===== src/rtl/servo_pwm_pkg.sv =====
// Shared definitions for the multi-channel servo PWM controller.
//   - Avalon word offsets of the register map and the CTRL enable bit
//   - reset/limit defaults for period and pulse width
//   - clamp_pw(): bounds a 32-bit write value into [lo, hi]
//   - decode_addr(): maps a word address onto a register kind and channel
package servo_pwm_pkg;

    localparam logic [7:0] ADDR_CTRL    = 8'd0;
    localparam logic [7:0] ADDR_PERIOD  = 8'd1;
    localparam logic [7:0] ADDR_STATUS  = 8'd2;
    localparam logic [7:0] ADDR_RSVD    = 8'd3;
    localparam logic [7:0] ADDR_CH_BASE = 8'd4;   // PW[k] at base+2k, CAP[k] at base+2k+1

    localparam int CTRL_EN_BIT = 0;

    localparam int PERIOD_DEFAULT_C = 1000000;   // 20 ms at 50 MHz
    localparam int MIN_PW_C         = 50000;     // 1 ms
    localparam int MAX_PW_C         = 100000;    // 2 ms
    localparam int SYNC_STAGES_C    = 2;

    typedef enum logic [2:0] {
        REG_NONE,
        REG_CTRL,
        REG_PERIOD,
        REG_STATUS,
        REG_PW,
        REG_CAP
    } reg_sel_e;

    typedef struct packed {
        reg_sel_e   sel;
        logic [3:0] ch;
    } reg_dec_t;

    function automatic logic [31:0] clamp_pw(input logic [31:0] value,
                                             input logic [31:0] lo,
                                             input logic [31:0] hi);
        if (value < lo)
            return lo;
        if (value > hi)
            return hi;
        return value;
    endfunction

    // Channel slots beyond num_ch decode as REG_NONE so they read 0 and
    // swallow writes.
    function automatic reg_dec_t decode_addr(input logic [7:0] addr,
                                             input int         num_ch);
        reg_dec_t   d;
        logic [7:0] off;
        d.sel = REG_NONE;
        d.ch  = '0;
        off   = '0;
        case (addr)
            ADDR_CTRL:   d.sel = REG_CTRL;
            ADDR_PERIOD: d.sel = REG_PERIOD;
            ADDR_STATUS: d.sel = REG_STATUS;
            ADDR_RSVD:   d.sel = REG_NONE;
            default: begin
                off = addr - ADDR_CH_BASE;
                if (addr >= ADDR_CH_BASE && int'(off[7:1]) < num_ch) begin
                    d.sel = off[0] ? REG_CAP : REG_PW;
                    d.ch  = off[4:1];
                end
            end
        endcase
        return d;
    endfunction

endpackage


===== src/rtl/servo_pwm_capture.sv =====
// Per-channel high-time capture for a servo response input.
//   clk, reset  : system clock, asynchronous active-high reset
//   pwm_in      : asynchronous response input
//   cap_valid   : one-cycle strobe, high while a completed pulse is being latched
//   cap_value   : last measured high time in clk cycles (saturating)
// The input passes through SYNC_STAGES flops; a falling edge only produces a
// capture if a rising edge has been seen since the last capture or reset.
module servo_pwm_capture
    import servo_pwm_pkg::*;
#(
    parameter int CNT_W       = 20,
    parameter int SYNC_STAGES = SYNC_STAGES_C
) (
    input  logic             clk,
    input  logic             reset,
    input  logic             pwm_in,
    output logic             cap_valid,
    output logic [CNT_W-1:0] cap_value
);

    localparam logic [CNT_W-1:0] CNT_MAX = '1;

    logic [SYNC_STAGES-1:0] sync;
    logic [SYNC_STAGES:0]   sync_shift;
    logic                   level;
    logic                   level_prev;
    logic                   busy;
    logic                   rise;
    logic                   fall;
    logic [CNT_W-1:0]       high_cnt;

    always_comb begin
        sync_shift = {sync, pwm_in};
        // Top bit of the shift vector is the oldest synchronised sample.
        level      = sync_shift[SYNC_STAGES];
        rise       = level & ~level_prev;
        fall       = ~level & level_prev;
        cap_valid  = fall & busy;
    end

    always_ff @(posedge clk or posedge reset) begin
        if (reset) begin
            sync       <= '0;
            level_prev <= 1'b0;
            busy       <= 1'b0;
            high_cnt   <= '0;
            cap_value  <= '0;
        end else begin
            sync       <= sync_shift[SYNC_STAGES-1:0];
            level_prev <= level;

            if (rise) begin
                high_cnt <= '0;
                busy     <= 1'b1;
            end else if (level && high_cnt != CNT_MAX) begin
                high_cnt <= high_cnt + 1'b1;
            end

            // The rise cycle itself is not counted, hence the +1 on capture.
            if (cap_valid) begin
                cap_value <= (high_cnt == CNT_MAX) ? CNT_MAX : high_cnt + 1'b1;
                busy      <= 1'b0;
            end
        end
    end

endmodule


===== src/rtl/servo_pwm_multi.sv =====
// N-channel servo PWM controller with an Avalon-MM slave.
//   clk, reset      : system clock, asynchronous active-high reset
//   address, read,
//   write, writedata: Avalon-MM slave (word addressed, no waitrequest)
//   readdata        : registered read data, valid one cycle after read
//   pwm_out         : servo pulse outputs, one per channel
//   pwm_in          : asynchronous servo response inputs, one per channel
// One period counter is shared by all channels. Software writes shadow
// registers; they are copied to the active set on the period wrap (or
// continuously while disabled), so a pulse never changes width mid-period.
module servo_pwm_multi
    import servo_pwm_pkg::*;
#(
    parameter int NUM_CH         = 4,
    parameter int CNT_W          = 20,
    parameter int PERIOD_DEFAULT = PERIOD_DEFAULT_C,
    parameter int MIN_PW         = MIN_PW_C,
    parameter int MAX_PW         = MAX_PW_C,
    parameter int SYNC_STAGES    = SYNC_STAGES_C
) (
    input  logic              clk,
    input  logic              reset,
    input  logic [7:0]        address,
    input  logic              read,
    input  logic              write,
    input  logic [31:0]       writedata,
    output logic [31:0]       readdata,
    output logic [NUM_CH-1:0] pwm_out,
    input  logic [NUM_CH-1:0] pwm_in
);

    localparam logic [CNT_W-1:0] PW_MID     = CNT_W'((MIN_PW + MAX_PW) / 2);
    localparam logic [CNT_W-1:0] PERIOD_RST = CNT_W'(PERIOD_DEFAULT);
    localparam logic [31:0]      PW_LO      = 32'(MIN_PW);
    localparam logic [31:0]      PW_HI      = 32'(MAX_PW);
    // A period must leave at least one low cycle after the widest pulse.
    localparam logic [31:0]      PERIOD_LO  = 32'(MAX_PW + 1);
    localparam logic [31:0]      PERIOD_HI  = 32'((64'd1 << CNT_W) - 64'd1);

    logic                   ctrl_en;
    logic [CNT_W-1:0]       period_shadow;
    logic [CNT_W-1:0]       period_active;
    logic [CNT_W-1:0]       count;
    logic [CNT_W-1:0]       pw_shadow [NUM_CH];
    logic [CNT_W-1:0]       pw_active [NUM_CH];
    logic [NUM_CH-1:0]      status;
    logic [NUM_CH-1:0]      cap_valid;
    logic [CNT_W-1:0]       cap_value [NUM_CH];

    reg_dec_t               dec;
    logic                   wr_ctrl;
    logic                   wr_period;
    logic                   wr_status;
    logic [NUM_CH-1:0]      wr_pw;
    logic                   en_next;
    logic                   wrap;
    logic [31:0]            pw_clamped;
    logic [31:0]            period_clamped;
    logic [CNT_W-1:0]       pw_wdata;
    logic [CNT_W-1:0]       period_wdata;
    logic [31:0]            rd_word;

    for (genvar k = 0; k < NUM_CH; k++) begin : g_cap
        servo_pwm_capture #(
            .CNT_W       (CNT_W),
            .SYNC_STAGES (SYNC_STAGES)
        ) u_cap (
            .clk       (clk),
            .reset     (reset),
            .pwm_in    (pwm_in[k]),
            .cap_valid (cap_valid[k]),
            .cap_value (cap_value[k])
        );
    end

    always_comb begin
        dec       = decode_addr(address, NUM_CH);
        wr_ctrl   = write && (dec.sel == REG_CTRL);
        wr_period = write && (dec.sel == REG_PERIOD);
        wr_status = write && (dec.sel == REG_STATUS);
        wr_pw     = '0;
        for (int k = 0; k < NUM_CH; k++)
            wr_pw[k] = write && (dec.sel == REG_PW) && (int'(dec.ch) == k);

        pw_clamped     = clamp_pw(writedata, PW_LO, PW_HI);
        period_clamped = clamp_pw(writedata, PERIOD_LO, PERIOD_HI);
        pw_wdata       = pw_clamped[CNT_W-1:0];
        period_wdata   = period_clamped[CNT_W-1:0];

        // en_next lets a disabling write kill the output on the very next
        // cycle instead of one cycle later.
        en_next = wr_ctrl ? writedata[CTRL_EN_BIT] : ctrl_en;
        wrap    = ctrl_en && (count == period_active - 1'b1);

        rd_word = '0;
        case (dec.sel)
            REG_CTRL:   rd_word[CTRL_EN_BIT]  = ctrl_en;
            REG_PERIOD: rd_word[CNT_W-1:0]    = period_shadow;
            REG_STATUS: rd_word[NUM_CH-1:0]   = status;
            REG_PW: begin
                for (int k = 0; k < NUM_CH; k++)
                    if (int'(dec.ch) == k)
                        rd_word[CNT_W-1:0] = pw_shadow[k];
            end
            REG_CAP: begin
                for (int k = 0; k < NUM_CH; k++)
                    if (int'(dec.ch) == k)
                        rd_word[CNT_W-1:0] = cap_value[k];
            end
            default: rd_word = '0;
        endcase
    end

    always_ff @(posedge clk or posedge reset) begin
        if (reset) begin
            ctrl_en       <= 1'b0;
            period_shadow <= PERIOD_RST;
            period_active <= PERIOD_RST;
            count         <= '0;
            status        <= '0;
            readdata      <= '0;
            pwm_out       <= '0;
            for (int k = 0; k < NUM_CH; k++) begin
                pw_shadow[k] <= PW_MID;
                pw_active[k] <= PW_MID;
            end
        end else begin
            if (wr_ctrl)
                ctrl_en <= writedata[CTRL_EN_BIT];
            if (wr_period)
                period_shadow <= period_wdata;
            for (int k = 0; k < NUM_CH; k++)
                if (wr_pw[k])
                    pw_shadow[k] <= pw_wdata;

            // Non-blocking copy: a shadow write landing on the wrap cycle is
            // not seen here and takes effect one period later.
            if (!ctrl_en || wrap) begin
                period_active <= period_shadow;
                for (int k = 0; k < NUM_CH; k++)
                    pw_active[k] <= pw_shadow[k];
            end

            if (!ctrl_en || wrap)
                count <= '0;
            else
                count <= count + 1'b1;

            for (int k = 0; k < NUM_CH; k++)
                pwm_out[k] <= ctrl_en && en_next && (count < pw_active[k]);

            // Capture set takes priority over a simultaneous W1C.
            status <= cap_valid |
                      (status & ~({NUM_CH{wr_status}} & writedata[NUM_CH-1:0]));

            if (read)
                readdata <= rd_word;
        end
    end

endmodule


===== config.mk =====
export PLATFORM = sky130hd
export DESIGN_NAME = servo_pwm_multi
export DESIGN_NICKNAME = d
export VERILOG_FILES = /design/src/rtl/servo_pwm_pkg.sv /design/src/rtl/servo_pwm_capture.sv /design/src/rtl/servo_pwm_multi.sv
export SDC_FILE = /design/constraint.sdc
export NUM_CORES = 1
export LEC_CHECK = 0
export CAP_MARGIN = 15
export CORE_MARGIN = 8
export CORE_UTILIZATION = 32
export DETAILED_ROUTE_END_ITERATION = 16
export PLACE_DENSITY = 0.46
export SYNTH_ARGS = -nofsm -noshare
export SYNTH_HDL_FRONTEND = slang
export SYNTH_SLANG_ARGS = --single-unit

===== constraint.sdc =====
create_clock -name clk -period 22.8 [get_ports clk]
set_clock_uncertainty 0.2 [all_clocks]
set_input_delay 3.42 -clock clk [delete_from_list [all_inputs] [get_ports clk]]
set_output_delay 3.42 -clock clk [all_outputs]
set_load 0.02 [all_outputs]

==> Flow_metrics.wiki, run 1 <==
{| class="wikitable"
! Metric !! Value
|-
| Number of vias in the routed layout || 20100
|-
| Arrival time worst endpoint || 7.18 ns
|-
| CTS tree || built
|-
| Post-DR wirelength/cell || 22.4 um
|-
| Clock latency on the worst-skew pair || 0.61 ns
|-
| Met1 routing resource usage after global routing || 0.270
|-
| Core Region || 0.0743 mm^2
|-
| Estimated wirelength of the detail-placed design || 56200 um
|-
| Met2 capacity usage during global routing || 0.296
|-
| Largest net degree at the start of global routing || 175
|-
| Final total power || 1.93 mW
|-
| Post-synthesis cell area || 0.0240 mm^2
|-
| Commonest register cell after synthesis || sky130_fd_sc_hd__dfrtp_1
|-
| Vias in the first global route || 19600
|-
| Reported leakage power || 10.9 nW
|-
| Post-layout net count || 2772
|-
| Biggest area consumer among synthesized cells || sky130_fd_sc_hd__dfrtp_1
|-
| Worst-case headroom to the max-slew limit || 0.244
|-
| Core Util, Final || 0.365
|-
| Vias per Instance || 5.52
|-
| Count of standard-cell rows || 100
|-
| Total instance count after detailed placement || 3554
|-
| Total of warnings raised by yosys || 0
|-
| Number of hold violations in the final report || 0
|-
| Number of cells in the finished layout apart from fillers || 3652
|-
| Number of enable-type register cells in the synthesized netlist || 0
|-
| Weighted congestion reported at the end of routability-driven placement || 0.867
|-
| Fin crit period || 6.85 ns
|-
| Element type at the critical path end || register
|-
| H-tree lvl count || 2
|-
| Worst-path clk slew || 0.06 ns
|-
| Count of routing violations after the opening detailed-route iteration || 1765
|-
| Antenna Cells || 0
|-
| Worst EP required || 23.13 ns
|-
| Buffers inserted by post-CTS timing repair || 0
|-
| Asr flop ratio synth || 1.00
|-
| Period utilisation layout || 0.301
|-
| Clock sink count || 425
|-
| Path type of the worst setup path || in -> reg
|-
| Die Area || 0.0840 mm^2
|-
| Setup violation total in the final timing report || 0
|-
| Global routing usage on met3 || 0.0283
|-
| Setup Total Neg Slack || 0 ns
|-
| Clock Root Buffer || sky130_fd_sc_hd__clkbuf_16
|-
| Bufs on Longest Clock Path || 3
|-
| Flip-flop and latch count after synthesis || 425
|-
| Post-synth cell types || 73
|-
| Total wire length || 81800 um
|-
| Wire length of the first global-routing pass || 126000 um
|-
| Share of the synthesized area in the top cell type || 0.362
|-
| Number of buffers inserted during clock tree synthesis || 51
|-
| Total congestion overflow after global routing || 0
|-
| DRT antenna net count || 0
|-
| Least-Margin Pin Slew || 1.13 ns
|-
| Highest net fanout along the worst path || 45
|-
| Worst slack on hold paths || 0.145 ns
|-
| Run status || complete, no violations
|-
| Fmax || 0.146 GHz
|-
| Type of the tightest min-delay check || reg -> reg
|-
| Total of max-cap violations || 0
|-
| Initial antenna violation count || 1
|-
| Fraction of layout instances using a drive strength above 1 || 0.0999
|-
| Final Max Slew Viols || 0
|-
| Drc violations || 0
|-
| Area contributors post-synth || sky130_fd_sc_hd__dfrtp_1 (36%), sky130_fd_sc_hd__dfstp_2 (8.5%), sky130_fd_sc_hd__nand2_1 (6.1%), sky130_fd_sc_hd__o21ai_0 (5.3%), sky130_fd_sc_hd__ha_1 (4.4%)
|-
| Length of the first detailed-routing pass in iterations || 7
|-
| Number of port buffers || 71
|-
| Launching element type of the critical path || input port
|-
| Number of cells upsized or downsized after cts || 0
|-
| Leading cell type by number of instances after synthesis || sky130_fd_sc_hd__nand2_1
|-
| Global-route layer with the greatest usage || met2
|-
| Total Routing Usage GR || 0.189
|-
| Die width || 290 um
|-
| Average cell area after synthesis || 9.01 um^2
|-
| Setup repair after global routing missed its margin || no
|-
| Pwr/cell area || 71.1 mW/mm^2
|-
| Top cells by count, synth || sky130_fd_sc_hd__nand2_1 (387), sky130_fd_sc_hd__dfrtp_1 (347), sky130_fd_sc_hd__o21ai_0 (254)
|-
| Num ports || 84
|-
| Post-synthesis to final-layout area growth || 13.1%
|-
| Hold buffer count at cts || 0
|-
| Vertical extent of the die || 290 um
|-
| Sequential fraction of the synthesis area || 0.447
|-
| Initial core utilization || 0.323
|-
| Peak supply drop || 0.0450 mV
|-
| Number of instances in the synthesized netlist || 2665
|}
worst max-delay path, cell delays in order:
cell	delay, ns
sky130_fd_sc_hd__buf_2	0.09
sky130_fd_sc_hd__buf_4	0.44
sky130_fd_sc_hd__inv_1	0.25
sky130_fd_sc_hd__ha_1	0.30
sky130_fd_sc_hd__xnor2_1	0.35
sky130_fd_sc_hd__nand4_1	0.27
sky130_fd_sc_hd__or3_1	0.67
sky130_fd_sc_hd__or3_1	0.87
sky130_fd_sc_hd__mux2_2	0.45
state kept, by name (all words and copies together), names as in the netlist, 8 cells and up:
name / cells
g_cap.u_cap.high_cnt: 80
g_cap.u_cap.sync: 8
readdata: 20
pw_shadow: 80
period_shadow: 20
period_active: 20
count: 20
pw_active: 80
g_cap.u_cap.cap_value: 80
where the power goes:
group | internal [mW] | switching, mW | leakage, nW
clock | 0.499 | 0.342 | 0.852
sequential | 0.799 | 0.0391 | 5.47
combinational | 0.0747 | 0.177 | 4.59
cell usage in the layout (no fill, tap or decap), types with 57 or more instances in the layout:
master,Yosys,routed
sky130_fd_sc_hd__o21ai_0,254,254
sky130_fd_sc_hd__nand2_1,387,387
sky130_fd_sc_hd__nor2_1,175,174
sky130_fd_sc_hd__dfrtp_1,347,346
sky130_fd_sc_hd__o2111ai_1,101,101
sky130_fd_sc_hd__xnor2_1,69,69
sky130_fd_sc_hd__dfstp_2,78,78
sky130_fd_sc_hd__inv_1,104,103
sky130_fd_sc_hd__ha_1,84,84
sky130_fd_sc_hd__clkdlybuf4s50_1,0,69
sky130_fd_sc_hd__nand2b_1,114,114
sky130_fd_sc_hd__o211ai_1,106,106
sky130_fd_sc_hd__a21oi_1,57,57
final cells by class:
| type | count | area, um^2 |
|---|---|---|
| Clock inverter | 15 | 165 |
| Inverter | 105 | 402 |
| Clock buffer | 81 | 1550 |
| Multi-Input combinational cell | 1944 | 12100 |
| Sequential cell | 425 | 10700 |
| Tap cell | 969 | 1210 |
| Fill cell | 7589 | 47200 |
| Timing Repair Buffer | 113 | 1040 |
final timing paths:
check,startpoint,end,slack (ns),cells after the start
worst max-delay path,address[2],pw_shadow[46]$_DFFE_PP1P_,15.95,9
worst max register to register,period_active[0]$_DFFE_PP0N_,period_active[1]$_DFFE_PP0N_,18.12,9
worst min-delay path,g_cap[2].u_cap.sync[0]$_DFF_PP0_,g_cap[2].u_cap.sync[1]$_DFF_PP0_,0.15,0
min in group asynchronous,reset,pw_active[41]$_DFFE_PP0N_,3.18,2
max in group asynchronous,reset,readdata[19]$_DFFE_PP0P_,17.60,3
worst min register to register,g_cap[2].u_cap.sync[0]$_DFF_PP0_,g_cap[2].u_cap.sync[1]$_DFF_PP0_,0.15,0
logic make-up after synthesis:
kind of cell | share of synthesized area
and+or+nand+nor | 0.190
AOI/OAI and AO/OA | 0.202
DFF | 0.447
buffers and inverters | 0.0544
xor gates and xnor gates | 0.0398
adders and majority gates | 0.0455
muxes | 0.0214
other | 0.000156
through the flow:
step                area (um^2)  setup slack [ns]
finish                    27200             15.95
global route              27200             15.70
CTS                       27100             15.84
detailed placement        25400             15.20
global placement          25400             15.35
floorplan                 24000              7.48
routing by layer:
layer | share of wire | vias to the layer above | wire [um]
met2 | 0.45 | 478 | 37100
met3 | 0.047 | 96 | 3850
li1 | - | 9523 | -
met1 | 0.47 | 10000 | 38800
met5 | 0 | - | 0
met4 | 0.024 | 0 | 1980
No activity file was read; power rests on OpenSTA's default activity.
==> run 2, diff against run 1 <==
Settings changed: PLACE_DENSITY 0.46 to 0.48.
Clock period 22.8 ns to 5.5 ns, I/O delays scaled along.
==> run 2 against run 1 <==
Compared with the run above:
- via count increased by 0.18%
- worst setup slack got worse by 15 ns
- final cell count about the same
- critical path depth increased by 2
- global-route usage decreased by 0.35 points
- combinational power increased to 4.1 times the previous value
- count of clock-buffer cells in the layout decreased by 9
- flip-flop and latch count unchanged
- register-to-register slack got worse by 17 ns
- power increased to 4.3 times the previous value
- die area unchanged
- first-iteration DRC count increased by 2.3%
- highest routed layer is now met5
==> Flow_metrics.wiki, run 2 (synthesis gave the netlist of run 1 again) <==
{| class="wikitable"
! Metric !! Value
|-
| Run status || complete, no violations
|-
| Area of all placed cells without fillers || 0.0273 mm^2
|-
| Sum of buffers and inverters on the critical path || 3
|-
| Number of buffers inserted during clock tree synthesis || 52
|-
| H-tree lvl count || 2
|-
| Worst-path clk slew || 0.06 ns
|-
| Count of standard-cell rows || 100
|-
| Num ports || 84
|-
| Worst slack on hold paths || 0.148 ns
|-
| Cell-by-cell trace of the critical path || inv_1 > ha_1 > nor3b_1 > nand2_1 > nor4_1 > o22ai_1 > nor4_4 > buf_4 > buf_4 > o2111ai_1 > o211ai_1
|-
| Final Max Slew Viols || 0
|-
| Worst EP required || 5.81 ns
|-
| Worst stage delay on the critical path || 0.73 ns
|-
| Hold buffer count at cts || 0
|-
| Path type of the worst setup path || reg -> reg
|-
| Most common cell after layout, fill and taps aside || sky130_fd_sc_hd__nand2_1
|-
| Number of port buffers || 71
|-
| Post-synthesis to final-layout area growth || 13.9%
|-
| Sw frac || 0.286
|-
| Drc violations || 0
|-
| Peak supply drop || 0.221 mV
|-
| CTS tree || built
|-
| Initial antenna violation count || 4
|-
| Initial core utilization || 0.323
|-
| Die Area || 0.0840 mm^2
|-
| Largest net degree at the start of global routing || 134
|-
| Antenna Cells || 0
|-
| Setup violation total in the final timing report || 0
|-
| Crit-path most repeated cell || sky130_fd_sc_hd__buf_4
|-
| Part of the power in combinational logic || 0.124
|-
| Setup repair after global routing missed its margin || no
|-
| Clock latency on the worst-skew pair || 0.62 ns
|-
| Number of vias in the routed layout || 20200
|-
| Fraction of layout instances using a drive strength above 1 || 0.101
|-
| Total Routing Usage GR || 0.186
|-
| Post-DR wirelength/cell || 22.1 um
|-
| Clock sink count || 425
|-
| Type of the tightest min-delay check || reg -> reg
|-
| Buffers inserted by post-CTS timing repair || 0
|-
| Period utilisation layout || 0.763
|-
| DP Area || 0.0254 mm^2
|-
| Weighted congestion reported at the end of routability-driven placement || 0.843
|-
| Wire length of the first global-routing pass || 124000 um
|-
| Vertical extent of the die || 290 um
|-
| Highest-count cells in the layout ignoring fill and taps || sky130_fd_sc_hd__nand2_1 (387), sky130_fd_sc_hd__dfrtp_1 (346), sky130_fd_sc_hd__o21ai_0 (253)
|-
| Post-layout net count || 2770
|-
| Least-Margin Pin Slew || 1.13 ns
|-
| Worst-case headroom to the max-slew limit || 0.249
|-
| Internal power || 5.91 mW
|-
| Length of the first detailed-routing pass in iterations || 5
|-
| Kind of cell adding the most delay to the critical path || simple AND/OR/NAND/NOR gates
|-
| Fmax || 0.238 GHz
|-
| Clk network pwr share || 0.455
|-
| Launching element type of the critical path || register
|-
| Worst setup timing slack at the placement stage || 1.01 ns
|-
| Highest net fanout along the worst path || 65
|-
| Core Util, Final || 0.368
|-
| Number of hold violations in the final report || 0
|-
| Total congestion overflow after global routing || 0
|-
| Estimated wirelength of the detail-placed design || 56300 um
|-
| Reported leakage power || 11.0 nW
|-
| Pwr/cell area || 303 mW/mm^2
|-
| Vias in the first global route || 19600
|-
| Element type at the critical path end || register
|-
| Die width || 290 um
|-
| Number of cells upsized or downsized after cts || 0
|-
| Final worst-path setup slack || 1.30 ns
|-
| Setup Total Neg Slack || 0 ns
|-
| Arrival time worst endpoint || 4.51 ns
|-
| Count of routing violations after the opening detailed-route iteration || 1805
|-
| Vias per Instance || 5.53
|-
| Fin crit period || 4.20 ns
|-
| DRT antenna net count || 0
|-
| Total of max-cap violations || 0
|-
| Sequential fraction of design power || 0.421
|-
| Slowest cell on the critical path || sky130_fd_sc_hd__buf_4
|-
| Total wire length || 80700 um
|-
| Clock Root Buffer || sky130_fd_sc_hd__clkbuf_16
|-
| Core Region || 0.0743 mm^2
|-
| Bufs on Longest Clock Path || 3
|-
| P_sw || 2.37 mW
|}
run 2: layer usage:
metal	wire, um	share of wire	global-route usage
met1	37500	0.46	0.260
met4	2200	0.027	0.0543
met5	26	0.00032	0
met3	5210	0.065	0.0379
met2	35800	0.44	0.287
run 2: through the flow:
step	std cells	power, mW
2_1_floorplan	2676	4.17
3_3_place_gp	3548	4.54
3_5_place_dp	3550	4.56
4_1_cts	3648	8.37
5_1_grt	3651	8.61
6_report	3651	8.27
run 2: layout make-up:
cell class / instances / area (um^2)
clock buffers: 72 / 1460
clock inverters: 26 / 423
fillers: 7488 / 47000
inverters: 105 / 398
multi-input cells: 1944 / 12100
flip-flops and latches: 425 / 10700
well taps: 969 / 1210
repair buffers: 110 / 1060
run 2: power groups by stage:
stage,logic (mW),clock network (mW),registers [mW]
after CTS,1.03,3.86,3.48
after global placement,1.01,0,3.53
after detailed placement,1.02,0,3.53
after floorplan,0.718,0,3.45
final,1.03,3.76,3.48
after global routing,1.12,3.99,3.50
run 2: final timing paths:
path | start | to | slack (ns) | cells past startpoint
max | period_active[0]$_DFFE_PP0N_ | period_active[6]$_DFFE_PP1N_ | 1.30 | 11
min | g_cap[1].u_cap.sync[0]$_DFF_PP0_ | g_cap[1].u_cap.sync[1]$_DFF_PP0_ | 0.15 | 0
max reg2reg | period_active[0]$_DFFE_PP0N_ | period_active[6]$_DFFE_PP1N_ | 1.30 | 11
min reg2reg | g_cap[1].u_cap.sync[0]$_DFF_PP0_ | g_cap[1].u_cap.sync[1]$_DFF_PP0_ | 0.15 | 0
max in group asynchronous | reset | g_cap[0].u_cap.high_cnt[6]$_DFFE_PP0P_ | 3.36 | 3
min in group asynchronous | reset | pw_active[60]$_DFFE_PP0N_ | 0.48 | 2
